<file path="config.mk">
export PLATFORM = sky130hd
export DESIGN_NAME = multicycle_ctrl
export DESIGN_NICKNAME = d
export VERILOG_FILES = /design/src/rtl/multicycle_ctrl.sv
export SDC_FILE = /design/constraint.sdc
export NUM_CORES = 1
export LEC_CHECK = 0
export ABC_AREA = 1
export ABC_CLOCK_PERIOD_IN_PS = 1150
export BUFFER_PORTS_ARGS = -buffer_cell sky130_fd_sc_hd__buf_2
export CORE_UTILIZATION = 40
export CTS_CLUSTER_SIZE = 16
export DETAILED_ROUTE_END_ITERATION = 10
export PLACE_DENSITY = 0.72
export SETUP_SLACK_MARGIN = 0.02
export SYNTH_ARGS = -nofsm -noshare
export SYNTH_HDL_FRONTEND = slang
export SYNTH_SLANG_ARGS = --single-unit
</file>
<file path="constraint.sdc">
create_clock -name clk -period 1.15 [get_ports clk]
set_input_delay 0.23 -clock clk [delete_from_list [all_inputs] [get_ports clk]]
set_output_delay 0.23 -clock clk [all_outputs]
set_load 0.005 [all_outputs]
</file>
<file path="src/rtl/multicycle_ctrl.sv">
// Control FSM for the shared multicycle RV32I datapath (fetch, decode, execute, writeback).
// Define MULTICYCLE_CTRL_PERF_EN to add the CycleCount/InstrCount performance counters.
module multicycle_ctrl (
    input  logic       clk,
    input  logic       rst,
    input  logic [6:0] op,
    input  logic [2:0] funct3,
    input  logic       funct7b5,
    input  logic       zero,
    input  logic       mem_ready,
    output logic       PCWrite,
    output logic       AdrSrc,
    output logic       MemRead,
    output logic       IRWrite,
    output logic       RegWrite,
    output logic [1:0] ALUSrcA,
    output logic [1:0] ALUSrcB,
    output logic [2:0] ALUControl,
    output logic [1:0] ResultSrc,
    output logic [1:0] ImmSrc,
    output logic       Illegal
`ifdef MULTICYCLE_CTRL_PERF_EN
    ,
    output logic [31:0] CycleCount,
    output logic [31:0] InstrCount
`endif
);

    typedef enum logic [3:0] {
        S_FETCH,
        S_DECODE,
        S_MEMADR,
        S_MEMREAD,
        S_MEMWB,
        S_EXECR,
        S_EXECI,
        S_ALUWB,
        S_JAL,
        S_LUI,
        S_BRANCH,
        S_HALT
    } state_t;

    state_t state_q, state_d;

    // funct3 encodings with no ALU operation behind them (shifts, sltu) send the FSM to HALT.
    logic aluFunctBad;
    assign aluFunctBad = (funct3 == 3'b001) || (funct3 == 3'b011) || (funct3 == 3'b101);

    function automatic logic [2:0] aluDecode(input logic [2:0] f3, input logic subEn);
        logic [2:0] ctl;
        case (f3)
            3'b000:  ctl = subEn ? 3'b001 : 3'b000;
            3'b010:  ctl = 3'b101;
            3'b100:  ctl = 3'b100;
            3'b110:  ctl = 3'b011;
            3'b111:  ctl = 3'b010;
            default: ctl = 3'b000;
        endcase
        return ctl;
    endfunction

    always_ff @(posedge clk or posedge rst) begin
        if (rst) begin
            state_q <= S_FETCH;
        end else begin
            state_q <= state_d;
        end
    end

    always_comb begin
        state_d    = state_q;
        PCWrite    = 1'b0;
        AdrSrc     = 1'b0;
        MemRead    = 1'b0;
        IRWrite    = 1'b0;
        RegWrite   = 1'b0;
        ALUSrcA    = 2'd0;
        ALUSrcB    = 2'd0;
        ALUControl = 3'b000;
        ResultSrc  = 2'd0;
        ImmSrc     = 2'd0;
        Illegal    = 1'b0;

        case (state_q)
            S_FETCH: begin
                MemRead = 1'b1;
                if (mem_ready) begin
                    IRWrite   = 1'b1;
                    PCWrite   = 1'b1;
                    ALUSrcB   = 2'd2;
                    ResultSrc = 2'd2;
                    state_d   = S_DECODE;
                end
            end
            S_DECODE: begin
                ALUSrcA = 2'd1;
                ALUSrcB = 2'd1;
                ImmSrc  = (op == 7'b1101111) ? 2'd1 : 2'd3;
                case (op)
                    7'b0000011: state_d = S_MEMADR;
                    7'b0110011: state_d = aluFunctBad ? S_HALT : S_EXECR;
                    7'b0010011: state_d = aluFunctBad ? S_HALT : S_EXECI;
                    7'b1101111: state_d = S_JAL;
                    7'b0110111: state_d = S_LUI;
                    7'b1100011: state_d = (funct3[2:1] == 2'b00) ? S_BRANCH : S_HALT;
                    default:    state_d = S_HALT;
                endcase
            end
            S_MEMADR: begin
                ALUSrcA = 2'd2;
                ALUSrcB = 2'd1;
                state_d = S_MEMREAD;
            end
            S_MEMREAD: begin
                MemRead = 1'b1;
                AdrSrc  = 1'b1;
                if (mem_ready) begin
                    state_d = S_MEMWB;
                end
            end
            S_MEMWB: begin
                ResultSrc = 2'd1;
                RegWrite  = 1'b1;
                state_d   = S_FETCH;
            end
            S_EXECR: begin
                ALUSrcA    = 2'd2;
                ALUControl = aluDecode(funct3, funct7b5);
                state_d    = S_ALUWB;
            end
            S_EXECI: begin
                ALUSrcA    = 2'd2;
                ALUSrcB    = 2'd1;
                ALUControl = aluDecode(funct3, 1'b0);
                state_d    = S_ALUWB;
            end
            S_ALUWB: begin
                RegWrite = 1'b1;
                state_d  = S_FETCH;
            end
            S_JAL: begin
                PCWrite = 1'b1;
                ALUSrcA = 2'd1;
                ALUSrcB = 2'd2;
                state_d = S_ALUWB;
            end
            S_LUI: begin
                ImmSrc    = 2'd2;
                ResultSrc = 2'd3;
                RegWrite  = 1'b1;
                state_d   = S_FETCH;
            end
            S_BRANCH: begin
                ALUSrcA    = 2'd2;
                ALUControl = 3'b001;
                PCWrite    = zero ^ funct3[0];
                state_d    = S_FETCH;
            end
            S_HALT: begin
                Illegal = 1'b1;
            end
            default: state_d = S_HALT;
        endcase

        // Reset must not let the FETCH strobes reach the datapath.
        if (rst) begin
            PCWrite  = 1'b0;
            IRWrite  = 1'b0;
            RegWrite = 1'b0;
            MemRead  = 1'b0;
            Illegal  = 1'b0;
        end
    end

`ifdef MULTICYCLE_CTRL_PERF_EN
    logic [31:0] cycleCount_q, cycleCount_d;
    logic [31:0] instrCount_q, instrCount_d;
    logic        instrDone;

    assign instrDone = (state_d == S_FETCH) &&
                       ((state_q == S_MEMWB) || (state_q == S_ALUWB) ||
                        (state_q == S_LUI)   || (state_q == S_BRANCH));

    always_comb begin
        cycleCount_d = cycleCount_q;
        instrCount_d = instrCount_q;
        if (state_q != S_HALT) begin
            cycleCount_d = cycleCount_q + 32'd1;
        end
        if (instrDone) begin
            instrCount_d = instrCount_q + 32'd1;
        end
    end

    always_ff @(posedge clk or posedge rst) begin
        if (rst) begin
            cycleCount_q <= 32'd0;
            instrCount_q <= 32'd0;
        end else begin
            cycleCount_q <= cycleCount_d;
            instrCount_q <= instrCount_d;
        end
    end

    assign CycleCount = cycleCount_q;
    assign InstrCount = instrCount_q;
`endif

endmodule

</file>
---- Word level (Yosys, flattened, before mapping) ----
Cells that the tools add are included.
word-level totals
  register bits after elaboration ......... 4
  latch bits .............................. 0
  bits in writable memories ............... 0
  memory bits (read-only) ................. 0
  bits of input ports ..................... 15
  output and inout port bits .............. 17
  word-level logic and storage cells ...... 71
  memories ................................ 0
operators by class
  add/sub/neg operators ................... 0
  multiply operators ...................... 0
  div/mod/pow operators ................... 0
  magnitude comparators ................... 0
  equality and inequality tests ........... 26
  shift-type cells ........................ 0
  muxes and demuxes ....................... 29
  bitwise operators ....................... 2
  reductions and logical operators ........ 13
operator list
  operator                                                         number
  4-bit case mux with 7 select lines                               1
  4-bit case mux with 6 select lines                               1
  4-bit by 3-bit == test with 1-bit output, second input constant  4
  4-bit == test, second input constant                             4
  4-bit two-way mux                                                4
  3-bit case mux with 5 select lines                               1
  7-bit by 6-bit == test with 1-bit output, second input constant  2
  7-bit == test, second input constant                             2
  1-bit two-way mux                                                13
  3-bit == test, second input constant                             4
  2-bit case mux with 3 select lines                               2
  3-bit case mux with 4 select lines                               1
  3-bit case mux with 3 select lines                               1
  3-bit OR reduction                                               3
  4-bit by 2-bit == test with 1-bit output, second input constant  2
  2-bit case mux with 2 select lines                               2
  4-bit OR reduction                                               2
  7-bit by 2-bit == test with 1-bit output, second input constant  1
  7-bit by 5-bit == test with 1-bit output, second input constant  1
  3-bit by 2-bit == test with 1-bit output, second input constant  2
  4-bit by 1-bit == test with 1-bit output, second input constant  1
  4-bit zero test                                                  1
  2-bit two-way mux                                                2
  2-bit != test, second input constant                             2
  9 further kinds                                                  11

---- Logic depth before layout (Yosys ltp) ----
Gate-level depths: netlist (run 1).
  word-level depth ........................ 6
  mapped depth ............................ 9
  depth with buffers taken out ............ 9

---- Least setup slack after synthesis (run 1) ----
Ideal clock, no wire load.
  kind .................................... register -> output
  start point ............................. register state_q[1]
  end point ............................... output PCWrite
  data arrival time ....................... 1.067 ns
  required time ........................... 0.920 ns
  slack ................................... -0.147 ns
  cell stages (with the launch flop) ...... 8
  path buffers ............................ 0
  path through ............................ dfrtp_1 -> nor2_1 -> nand2_2 -> nor2_1 -> inv_1 -> nand2_1 -> nor2_1 -> nor2_1
on the way
  cells in the longest elaborated chain, start to end .. 3
  elaborated cells on any way between the ends .. 5
  classes of those cells .................. eq/ne: 2; mux: 2; reduce/logical: 1
ends and longest elaborated chain
  element                                                  RTL line  source
  from (decl)                                              44        state_t state_q, state_d;
  from (signal assigned)                                   67        state_q <= state_d;
  4-bit == test / 4-bit zero test (equally long branches)  85        case (state_q)
  1-bit case mux with 3 select lines (*)                   85
  1-bit two-way mux (*)                                    167       if (rst) begin
  to (decl)                                                11        output logic PCWrite,
Every way passes the cells marked *; elsewhere a longest branch is shown, timed or not.

---- Worst setup path after layout (run 1) ----
  start point ............................. register state_q[2]
  end point ............................... output PCWrite
Same word-level chain as after synthesis.

==> results of run 1 <==
## stage by stage
stage          TNS [ps]   util  worst slack [ps]  total power, mW  area, µm²
2_1_floorplan      -277      -             -98.1            0.182        651
4_1_cts           -6410  0.717              -419            0.412       1080
3_5_place_dp      -2390  0.618              -219            0.238        931
6_report          -8160  0.850              -491            0.428       1280
3_3_place_gp      -2080  0.618              -215            0.234        931
5_1_grt           -8940  0.850              -547            0.456       1280
## tightest hold or removal path, stage by stage
cell,delay [ps]
buf_2,110
buf_4,150
inv_1,140
## power breakdown
group / internal [mW] / switching (mW)
Sequential: 0.141 / 0
Combinational: 0.0453 / 0.0606
Clock: 0.117 / 0.0634
## worst paths after layout
path                              end  slack [ps]  cells past startpoint
hold reg to reg            state_q[3]         900                      5
hold / removal             state_q[1]          50                      3
max in group asynchronous  state_q[3]         930                      3
min in group clk           state_q[0]         270                      3
setup / recovery              PCWrite        -490                      8
setup reg to reg           state_q[1]        -330                      9
## cell type report
class	instances	area (µm²)
clock buffer	3	22.5
tap	16	20.0
multi-input combinational	91	626
sequential	4	105
fill	81	226
timing repair buffer	59	423
inverter	21	83.8
## placed cells by master (no fill, tap or decap)
master	count
a21oi_1	1
a21oi_2	5
a21oi_4	2
a311oi_2	1
buf_2	29
buf_4	16
buf_6	14
clkbuf_4	3
dfrtp_2	4
inv_1	11
inv_2	8
inv_4	2
nand2_1	17
nand2_2	7
nand2_4	5
nand2_8	1
nand3_1	9
nand3_2	2
nand3b_1	1
nand4_1	1
nor2_1	17
nor2_2	1
nor2_4	11
nor4_2	1
o211ai_1	1
o21ai_0	3
o21ai_1	1
o21ai_2	2
or2_2	1
xnor2_1	1
## metal layers
| layer | up-vias | wire [µm] |
|---|---|---|
| li1 | 492 | - |
| met1 | 511 | 1070 |
| met2 | 70 | 1520 |
| met3 | 23 | 220 |
| met4 | 0 | 201 |
| met5 | - | 0 |
## repair_timing
action	CTS	global route
gates resized for setup	22	44
endpoints found under the setup margin	21	21
setup buffers	8	6
pin swaps	5	13
## cells by family (layout without fill, tap and decap cells)
family | Yosys count | in the layout
flip-flops | 4 | 4
buffers and inverters | 21 | 83
AND/OR/NAND/NOR | 74 | 74
XOR/XNOR | 1 | 1
AO/OA/AOI/OAI | 16 | 16
==> impl_metrics.tcl, run 1 <==
set metrics [dict create \
    async_reset_ff_frac 1.00 \
    ys_top_cells_by_area "dfrtp_1, nand2_1, nor2_1" \
    synthMuxAreaShare 0 \
    critPathKind "flop to primary output" \
    synth-main-ff-cell "dfrtp_1" \
    coreArea_mm2 0.00151 \
    fin_skew_ps 5.30 \
    max_freq_mhz 609 \
    worstSetupStartpoint "state_q[2]" \
    chipWidth_um 42.1 \
    path_clk_slew_ps 40 \
    drt_iter0_drc 38 \
    max_stage_delay_ps 470 \
    cts_tree "yes" \
    fin_crit_ps 1640 \
    synthCells 116 \
    clock-root-buffer "clkbuf_4" \
    crit_buf_inv 2 \
    largest_reg_flops 4 \
    synth_warnings 0 \
    tightest_slew_ps 311 \
    timing.rr.start "state_q[1]" \
    grt_setup_unrepaired "yes" \
    status "finished, violations left" \
    start_util 0.427 \
    crit_slowest_cell "dfrtp_2" \
    setup_ws_ps -491 \
    cts_buffers 3 \
    gp_congestion 0.813 \
    cts-htree-levels 1 \
    layout.nets 195 \
    grt_pass1_vias 937 \
    fin_cells 194 \
    crit_chain "nor2_4, nand2_2, nor2_4, inv_2, nand2_2, nor2_1, nor2_1, buf_2" \
    vias 1096 \
    critPathTopFamily "simple AND/OR/NAND/NOR gates" \
    synth_area_um2 643 \
    hold_buffers 0 \
    rows 14 \
    drive_gt1_frac 0.646 \
    grt_use_met2 0.534 \
    grtUsageMet1 0.304 \
    grt_pass1_wl_um 3920 \
    pin_count 32 \
    synth_fa_ha_area_frac 0 \
    whs_ps 46.9 \
    antenna_found_initial 0 \
    busiest_layer "met2" \
    synth_most_common_cell "nand2_1" \
    postSynthRegisterBits 4 \
    powerDensity_mw_per_mm2 334 \
    antenna-diode-count 0 \
    synth_top_family_by_area "simple AND/OR/NAND/NOR gates" \
    crit_arrival_ps 1410 \
    vias_per_cell 5.65 \
    cts_sinks 4 \
    slew_violations 0 \
    finalHoldViolations 0 \
    dr.pass1.iters 7 \
    synth.avg_cell_area_um2 5.54 \
    avgRoutedWirePerCell_um 15.5 \
    synth-xor-area-share 0.0136 \
    required_ps 920 \
    port_buffers 31 \
    dp.cells 177 \
    top_register "state_q" \
    grt_max_degree 8 \
    hold_class "input pin to asynchronous set/reset pin" \
    cts_max_path_buffers 2 \
    design.die.area_mm2 0.00177 \
    ir_worst_vdd_v 0.000692 \
    drc 1 \
    top_regs "state_q (4)" \
    syn_nets 131 \
    drv_cap 0 \
    violations "DRC, setup timing" \
    synth_top_cell_by_area "dfrtp_1" \
    syn_to_final_growth_pct 99.0 \
    die_h_um 42.1 \
    post-route-period-util 1.43 \
    antenna_left 0 \
    setup_violations 21 \
    dp.final_hpwl_um 1560 \
    slew_headroom 0.792 \
    insertion_delay_ps 240 \
    routed_wl_um 3010 \
    synthTopCellsByCount "nand2_1, nor2_1, inv_1, nand3_1" \
    yosysTopAreaCellShare 0.156 \
    grt_util_all_layers 0.283 \
    cp-end-kind "primary output" \
    synth-seq-area-share 0.156 \
    gr-total-overflow 0 \
    use_met3 0.0474 \
    synth.distinct_cells 19 \
    yosys.area_share.simple 0.556 \
    start_kind "flop" \
    synth_compound_area_frac 0.152 \
    p_leak_nw 0.686 \
    synth_edf_count 0 \
    critical_path.max_fanout 4 \
]
Note: power is estimated with default switching activity, not from simulation.
==> run 2, diff against run 1 <==
--- a/config.mk
+++ b/config.mk
@@ -5,13 +5,13 @@
 export SDC_FILE = /design/constraint.sdc
 export NUM_CORES = 1
 export LEC_CHECK = 0
-export ABC_AREA = 1
 export ABC_CLOCK_PERIOD_IN_PS = 1150
 export BUFFER_PORTS_ARGS = -buffer_cell sky130_fd_sc_hd__buf_2
-export CORE_UTILIZATION = 40
+export CORE_UTILIZATION = 41
 export CTS_CLUSTER_SIZE = 16
 export DETAILED_ROUTE_END_ITERATION = 10
-export PLACE_DENSITY = 0.72
+export HOLD_SLACK_MARGIN = 0.06
+export PLACE_DENSITY = 0.73
 export SETUP_SLACK_MARGIN = 0.02
 export SYNTH_ARGS = -nofsm -noshare
 export SYNTH_HDL_FRONTEND = slang
==> run 2 against run 1 <==
Compared with the run above:
- the flow now stops in global routing (5_1_grt)
- synthesized area rose by 4.5%
- synthesized cell count decreased by 16%
==> impl_metrics.tcl, run 2 <==
set metrics [dict create \
    status "aborted with a tool error" \
    stop_stage "global routing (5_1_grt)" \
    error "[ERROR DPL-0038] Utilization greater than 100%, impossible to legalize" \
    synth_most_common_cell "nor2_1" \
    cts_sinks 4 \
    ys_top_cells_by_area "dfrtp_1, nor3_1, nor2_1" \
    pin_count 32 \
    yosysTopAreaCellShare 0.149 \
    synthCells 98 \
    postSynthRegisterBits 4 \
    synth_edf_count 0 \
    start_util 0.441 \
    synthTopCellsByCount "nor2_1, nand2_1, nor3_1, a21oi_1" \
    synth_top_cell_by_area "dfrtp_1" \
    die_h_um 42.5 \
    cts_buffers 3 \
    dp.final_hpwl_um 1800 \
    port_buffers 31 \
    synth-seq-area-share 0.149 \
    clock-root-buffer "clkbuf_4" \
    synth_area_um2 672 \
    cts-htree-levels 1 \
    synth_warnings 0 \
    endpoint_type "output port" \
    synth.avg_cell_area_um2 6.86 \
    rows 14 \
    synth-main-ff-cell "dfrtp_1" \
    async_reset_ff_frac 1.00 \
    dp.cells 168 \
    chipWidth_um 42.5 \
    grt_max_degree 13 \
    syn_nets 113 \
    cts_max_path_buffers 2 \
    synth.distinct_cells 41 \
    gp_congestion 0.878 \
    crit_endpoint "PCWrite" \
]
run 2: cell count changes after synthesis, sizes merged, moves of 3 or more:
| cell | previous run | this run |
|---|---|---|
| o22ai | 0 | 3 |
| o21ai | 6 | 3 |
| nand2b | 0 | 4 |
| nand2 | 30 | 10 |
| nor2 | 29 | 12 |
| a22oi | 0 | 3 |
| a31oi | 0 | 3 |
| nor3 | 0 | 9 |
| inv | 21 | 4 |
| nor2b | 0 | 4 |
| buf | 0 | 5 |
| nand3 | 11 | 1 |
run 2: logic make-up after synthesis:
family | after synthesis | synth area share
muxes | 1 | 0.0149
buffers and inverters | 10 | 0.0745
xor gates and xnor gates | 4 | 0.0522
DFF | 4 | 0.149
AOI/OAI and AO/OA | 29 | 0.296
and+or+nand+nor | 50 | 0.413
run 2: timing repair:
item | CTS
pin swaps | 9
hold buffers | 1
setup endpoints to repair | 21
setup buffers | 13
gates resized for setup | 34
cloned | 0
hold endpoints to repair | 4
run 2: per-stage QoR:
step                instance area (µm²)   util  setup WS (ps)
floorplan                           776      -           -134
global placement                   1090  0.718           -321
detailed placement                 1090  0.718           -335
CTS                                1370  0.898           -486
==> run 3, diff against run 2 <==
==> config.mk (replaced) <==
export PLATFORM = sky130hd
export DESIGN_NAME = multicycle_ctrl
export DESIGN_NICKNAME = d
export VERILOG_FILES = /design/src/rtl/multicycle_ctrl.sv
export SDC_FILE = /design/constraint.sdc
export NUM_CORES = 1
export LEC_CHECK = 0
export ABC_CLOCK_PERIOD_IN_PS = 1490
export BUFFER_PORTS_ARGS = -buffer_cell sky130_fd_sc_hd__buf_2
export CORE_AREA = 2 2 63 65
export DETAILED_ROUTE_END_ITERATION = 10
export DIE_AREA = 0 0 65 67
export PLACE_DENSITY_LB_ADDON = 0.15
export SYNTH_ARGS = -nofsm -noshare
export SYNTH_HDL_FRONTEND = slang
export SYNTH_SLANG_ARGS = --single-unit
==> constraint.sdc (replaced) <==
create_clock -name clk -period 1.49 [get_ports clk]
set_input_delay 0.298 -clock clk [delete_from_list [all_inputs] [get_ports clk]]
set_output_delay 0.298 -clock clk [all_outputs]
set_load 0.005 [all_outputs]
==> run 3 against run 2 <==
Compared with the run above:
- the flow now finishes, with violations (setup timing)
- synthesized area unchanged
- synthesized cell count unchanged
==> impl_metrics.tcl, run 3 <==
set metrics [dict create \
    crit_buf_inv 4 \
    slew_violations 0 \
    grt_setup_unrepaired "yes" \
    drive_gt1_frac 0.699 \
    status "finished, violations left" \
    synth_compound_area_frac 0.296 \
    max_freq_mhz 573 \
    synth_most_common_cell "nor2_1" \
    whs_ps 27.3 \
    top_regs "state_q (4)" \
    fin_skew_ps 1.81 \
    crit_chain "buf_12, nor2b_4, buf_6, buf_6, a21oi_1, a21oi_1, buf_2" \
    drt_iter0_drc 21 \
    vias 980 \
    layout_common_cells "buf_2, buf_4, buf_6, nor2_1, nand2_1" \
    setup_violations 18 \
    cts-htree-levels 1 \
    rows 22 \
    fin_crit_ps 1750 \
    critPathKind "flop to primary output" \
    dp.final_hpwl_um 2070 \
    design.die.area_mm2 0.00436 \
    setup_ws_ps -257 \
    finalHoldViolations 0 \
    crit_arrival_ps 1450 \
    crit_slowest_cell "dfrtp_2" \
    vias_per_cell 4.58 \
    synth_warnings 0 \
    largest_reg_flops 4 \
    critPathTopFamily "buffers and inverters" \
    syn_nets 113 \
    dr.pass1.iters 4 \
    synth_top_family_by_area "simple AND/OR/NAND/NOR gates" \
    postSynthRegisterBits 4 \
    ys_top_cells_by_area "dfrtp_1, nor3_1, nor2_1" \
    hold_buffers 0 \
    max_stage_delay_ps 430 \
    synth_fa_ha_area_frac 0 \
    hold_class "input pin to asynchronous set/reset pin" \
    gp_congestion 0.902 \
    cts_sinks 4 \
    yosys.area_share.simple 0.413 \
    grt_util_all_layers 0.131 \
    start_kind "flop" \
    grt_pass1_vias 872 \
    post-route-period-util 1.17 \
    post-route-util 0.409 \
    powerDensity_mw_per_mm2 1980 \
    synth_area_um2 672 \
    grt_max_degree 9 \
    port_buffers 31 \
    critical_path.max_fanout 6 \
    start_util 0.186 \
    clock-root-buffer "clkbuf_8" \
    cts_buffers 3 \
    tightest_slew_ps 256 \
    synth_edf_count 0 \
    grt_pass1_wl_um 4200 \
    cts_max_path_buffers 2 \
    yosysTopAreaCellShare 0.149 \
    async_reset_ff_frac 1.00 \
    synth.distinct_cells 41 \
    synth-xor-area-share 0.0521 \
    slew_headroom 0.828 \
    gr-total-overflow 0 \
    cts_tree "yes" \
    synthCells 98 \
    synth-main-ff-cell "dfrtp_1" \
    avgRoutedWirePerCell_um 13.6 \
    path_clk_slew_ps 30 \
    violations "setup timing" \
    layout.nets 183 \
    p_leak_nw 0.680 \
    synth-seq-area-share 0.149 \
    antenna_left 0 \
    synthTopCellsByCount "nor2_1, nand2_1, nor3_1, a21oi_1" \
    drc 0 \
    die_h_um 67 \
    required_ps 1190 \
    cp-end-kind "primary output" \
    chipWidth_um 65 \
    preCtsSetupSlack_ps -105 \
    ir_worst_vdd_v 0.00101 \
    pin_count 32 \
    syn_to_final_growth_pct 120 \
    top_register "state_q" \
    final_common_cell "buf_2" \
    synthMuxAreaShare 0.0149 \
    routed_wl_um 2920 \
    coreArea_mm2 0.00361 \
    insertion_delay_ps 220 \
    antenna-diode-count 0 \
    synth_top_cell_by_area "dfrtp_1" \
    p_total_mw 2.92 \
    synth.avg_cell_area_um2 6.86 \
    antenna_found_initial 0 \
    drv_cap 0 \
]
[run 3: what timing repair did]
item,CTS,global route
gates resized for setup,24,35
pin swaps,13,9
setup buffers,10,8
endpoints found under the setup margin,18,20
[run 3: final cells by class]
class | instances | area, µm²
Clock buffer | 3 | 41.3
Fill cell | 363 | 2130
Inverter | 4 | 15.0
Multi-Input combinational cell | 84 | 719
Sequential cell | 4 | 104
Tap cell | 48 | 60.1
Timing Repair Buffer | 71 | 537
[run 3: stage by stage]
step / std cells / cell area, µm² / TNS [ps]
after floorplan: 98 / 678 / 0
after global placement: 193 / 1050 / -367
after detailed placement: 193 / 1050 / -246
after CTS: 206 / 1270 / -2490
after global routing: 214 / 1480 / -3670
final: 214 / 1480 / -2500
[run 3: kinds of logic (layout without fill, tap and decap cells)]
kind of cell              Yosys count  count (layout)
muxes                               1               1
DFF                                 4               4
buffers and inverters              10              78
xor gates and xnor gates            4               4
AOI/OAI and AO/OA                  29              29
and+or+nand+nor                    50              50
[run 3: per-layer routing]
layer	global-route usage	part of all wire	vias to the layer above
met5	0	0	-
met4	0.0505	0.015	0
met3	0.0507	0.052	7
met2	0.205	0.49	19
met1	0.162	0.44	455
li1	-	-	499
[run 3: final timing paths]
| path | to | start | slack (ps) | cells past startpoint |
|---|---|---|---|---|
| hold / removal | state_q[2] | rst | 30 | 2 |
| setup reg to reg | state_q[1] | state_q[3] | -140 | 6 |
| setup / recovery | ALUSrcA[1] | state_q[1] | -260 | 7 |
| min in group clk | state_q[3] | op[6] | 540 | 4 |
| hold reg to reg | state_q[2] | state_q[3] | 680 | 2 |
| max in group asynchronous | state_q[3] | rst | 1280 | 2 |
[run 3: power breakdown]
part,internal (mW),switching [mW],leakage [nW]
Combinational,1.34,1.09,0.614
Clock,0.173,0.0641,0.0216
Sequential,0.167,0.0839,0.0448
Total,1.68,1.24,0.680
==> run 4, diff against run 3 <==
--- a/config.mk
+++ b/config.mk
@@ -5,7 +5,7 @@
 export SDC_FILE = /design/constraint.sdc
 export NUM_CORES = 1
 export LEC_CHECK = 0
-export ABC_CLOCK_PERIOD_IN_PS = 1490
+export ABC_CLOCK_PERIOD_IN_PS = 2100
 export BUFFER_PORTS_ARGS = -buffer_cell sky130_fd_sc_hd__buf_2
 export CORE_AREA = 2 2 63 65
 export DETAILED_ROUTE_END_ITERATION = 10
==> constraint.sdc (replaced) <==
create_clock -name clk -period 2.1 [get_ports clk]
set_input_delay 0.42 -clock clk [delete_from_list [all_inputs] [get_ports clk]]
set_output_delay 0.42 -clock clk [all_outputs]
set_load 0.005 [all_outputs]
==> run 4 against run 3 <==
Compared with the run above:
- the run now ends clean
- die area is the same
- clock-buffer cell count is the same
- critical path type unchanged
- combinational power is 68% lower
- clock power fell by 31%
==> impl_metrics.tcl, run 4 (same netlist as run 3, synthesis figures left out) <==
set metrics [dict create \
    drt_iter0_drc 19 \
    post_cts_resized 0 \
    start_kind "flop" \
    crit_chain "nand2b_2, nand2_1, nand2_1, o32ai_1, buf_2" \
    dp.final_hpwl_um 1890 \
    critical_path.max_fanout 4 \
    crit_arrival_ps 1480 \
    final_common_cell "buf_2" \
    layout.nets 147 \
    max_stage_delay_ps 410 \
    insertion_delay_ps 220 \
    largest_reg_flops 4 \
    setup-tns-final_ps 0 \
    drv_cap 0 \
    antenna-diode-count 0 \
    cts_tree "yes" \
    whs_ps 150 \
    finalHoldViolations 0 \
    preCtsSetupSlack_ps 365 \
    hold_class "input pin to asynchronous set/reset pin" \
    setup_violations 0 \
    vias 845 \
    layout_common_cells "buf_2, nor2_1, nand2_1, nor3_1, a21oi_1" \
    max_freq_mhz 527 \
    required_ps 1680 \
    crit_top_cell "nand2_1" \
    crit_slowest_cell "dfrtp_1" \
    coreArea_mm2 0.00361 \
    slew_headroom 0.776 \
    drc 0 \
    critPathTopFamily "simple AND/OR/NAND/NOR gates" \
    finalInstanceArea_um2 926 \
    hold_buffers 0 \
    grt_util_all_layers 0.116 \
    pin_count 32 \
    drive_gt1_frac 0.354 \
    avgRoutedWirePerCell_um 13.0 \
    cts_sinks 4 \
    fin_crit_ps 1900 \
    syn_to_final_growth_pct 37.8 \
    antenna_left 0 \
    fin_skew_ps 0.258 \
    powerDensity_mw_per_mm2 1190 \
    die_h_um 67 \
    post_dp_cell_area_um2 882 \
    top_register "state_q" \
    port_buffers 31 \
    start_util 0.186 \
    slew_violations 0 \
    post-route-period-util 0.904 \
    grt_pass1_vias 818 \
    path_clk_slew_ps 30 \
    cts_setup_buffers 0 \
    fill_cells 412 \
    gr-total-overflow 0 \
    antenna_found_initial 0 \
    cts_buffers 3 \
    routed_wl_um 2310 \
    clock-root-buffer "clkbuf_8" \
    crit_buf_inv 1 \
    grt_pass1_wl_um 3860 \
    rows 22 \
    top_regs "state_q (4)" \
    status "finished, final reports clean" \
    vias_per_cell 4.75 \
    p_leak_nw 0.418 \
    grt_setup_unrepaired "no" \
    dr.pass1.iters 4 \
    setup_ws_ps 202 \
    design.die.area_mm2 0.00436 \
    grt_max_degree 17 \
    gp_congestion 0.808 \
    cp-end-kind "primary output" \
    cts_max_path_buffers 2 \
    cts-htree-levels 1 \
    chipWidth_um 65 \
    tightest_slew_ps 333 \
    ir_worst_vdd_v 0.000294 \
    critPathKind "flop to primary output" \
    p_total_mw 1.10 \
]
run 4: changes by cell type in the layout (fill, tap and decap cells not counted), sizes merged:
cell / before / now
buf: 71 / 35
run 4: report_power, final:
| group | leakage (nW) | total [mW] | switching, mW | internal (mW) |
|---|---|---|---|---|
| combinational | 0.348 | 0.773 | 0.442 | 0.331 |
| sequential | 0.0478 | 0.162 | 0.0485 | 0.113 |
| clock | 0.0216 | 0.163 | 0.0408 | 0.122 |
run 4: final timing paths:
kind	depth (start not counted)	endpoint	slack, ps	start
worst max-delay path	5	ALUControl[0]	200	state_q[1]
worst min-delay path	2	state_q[2]	150	rst
worst max register to register	4	state_q[1]	600	state_q[3]
worst min register to register	2	state_q[3]	680	state_q[3]
max in group asynchronous	2	state_q[0]	1790	rst
min in group clk	4	state_q[2]	640	funct3[0]
run 4: layer usage:
layer  wire (µm)  vias to the layer above  global-route usage
met3         110                        4              0.0372
met4          37                        0              0.0346
met1        1100                      393               0.153
met2        1060                       20               0.178
li1            -                      428                   -
met5           0                        -                   0
run 4: metrics by stage:
stage | utilization | std cells
after CTS | 0.256 | 178
after global routing | 0.257 | 178
after detailed placement | 0.245 | 175
after floorplan | - | 98
final | 0.257 | 178
after global placement | 0.245 | 175
run 4: final cells by class:
class                           instances  area [µm²]  area share
Timing Repair Buffer                   35         185       0.200
Inverter                                4        15.0      0.0162
Tap cell                               48        60.1      0.0649
Clock buffer                            3        41.3      0.0446
Sequential cell                         4         100       0.108
Multi-Input combinational cell         84         524       0.566
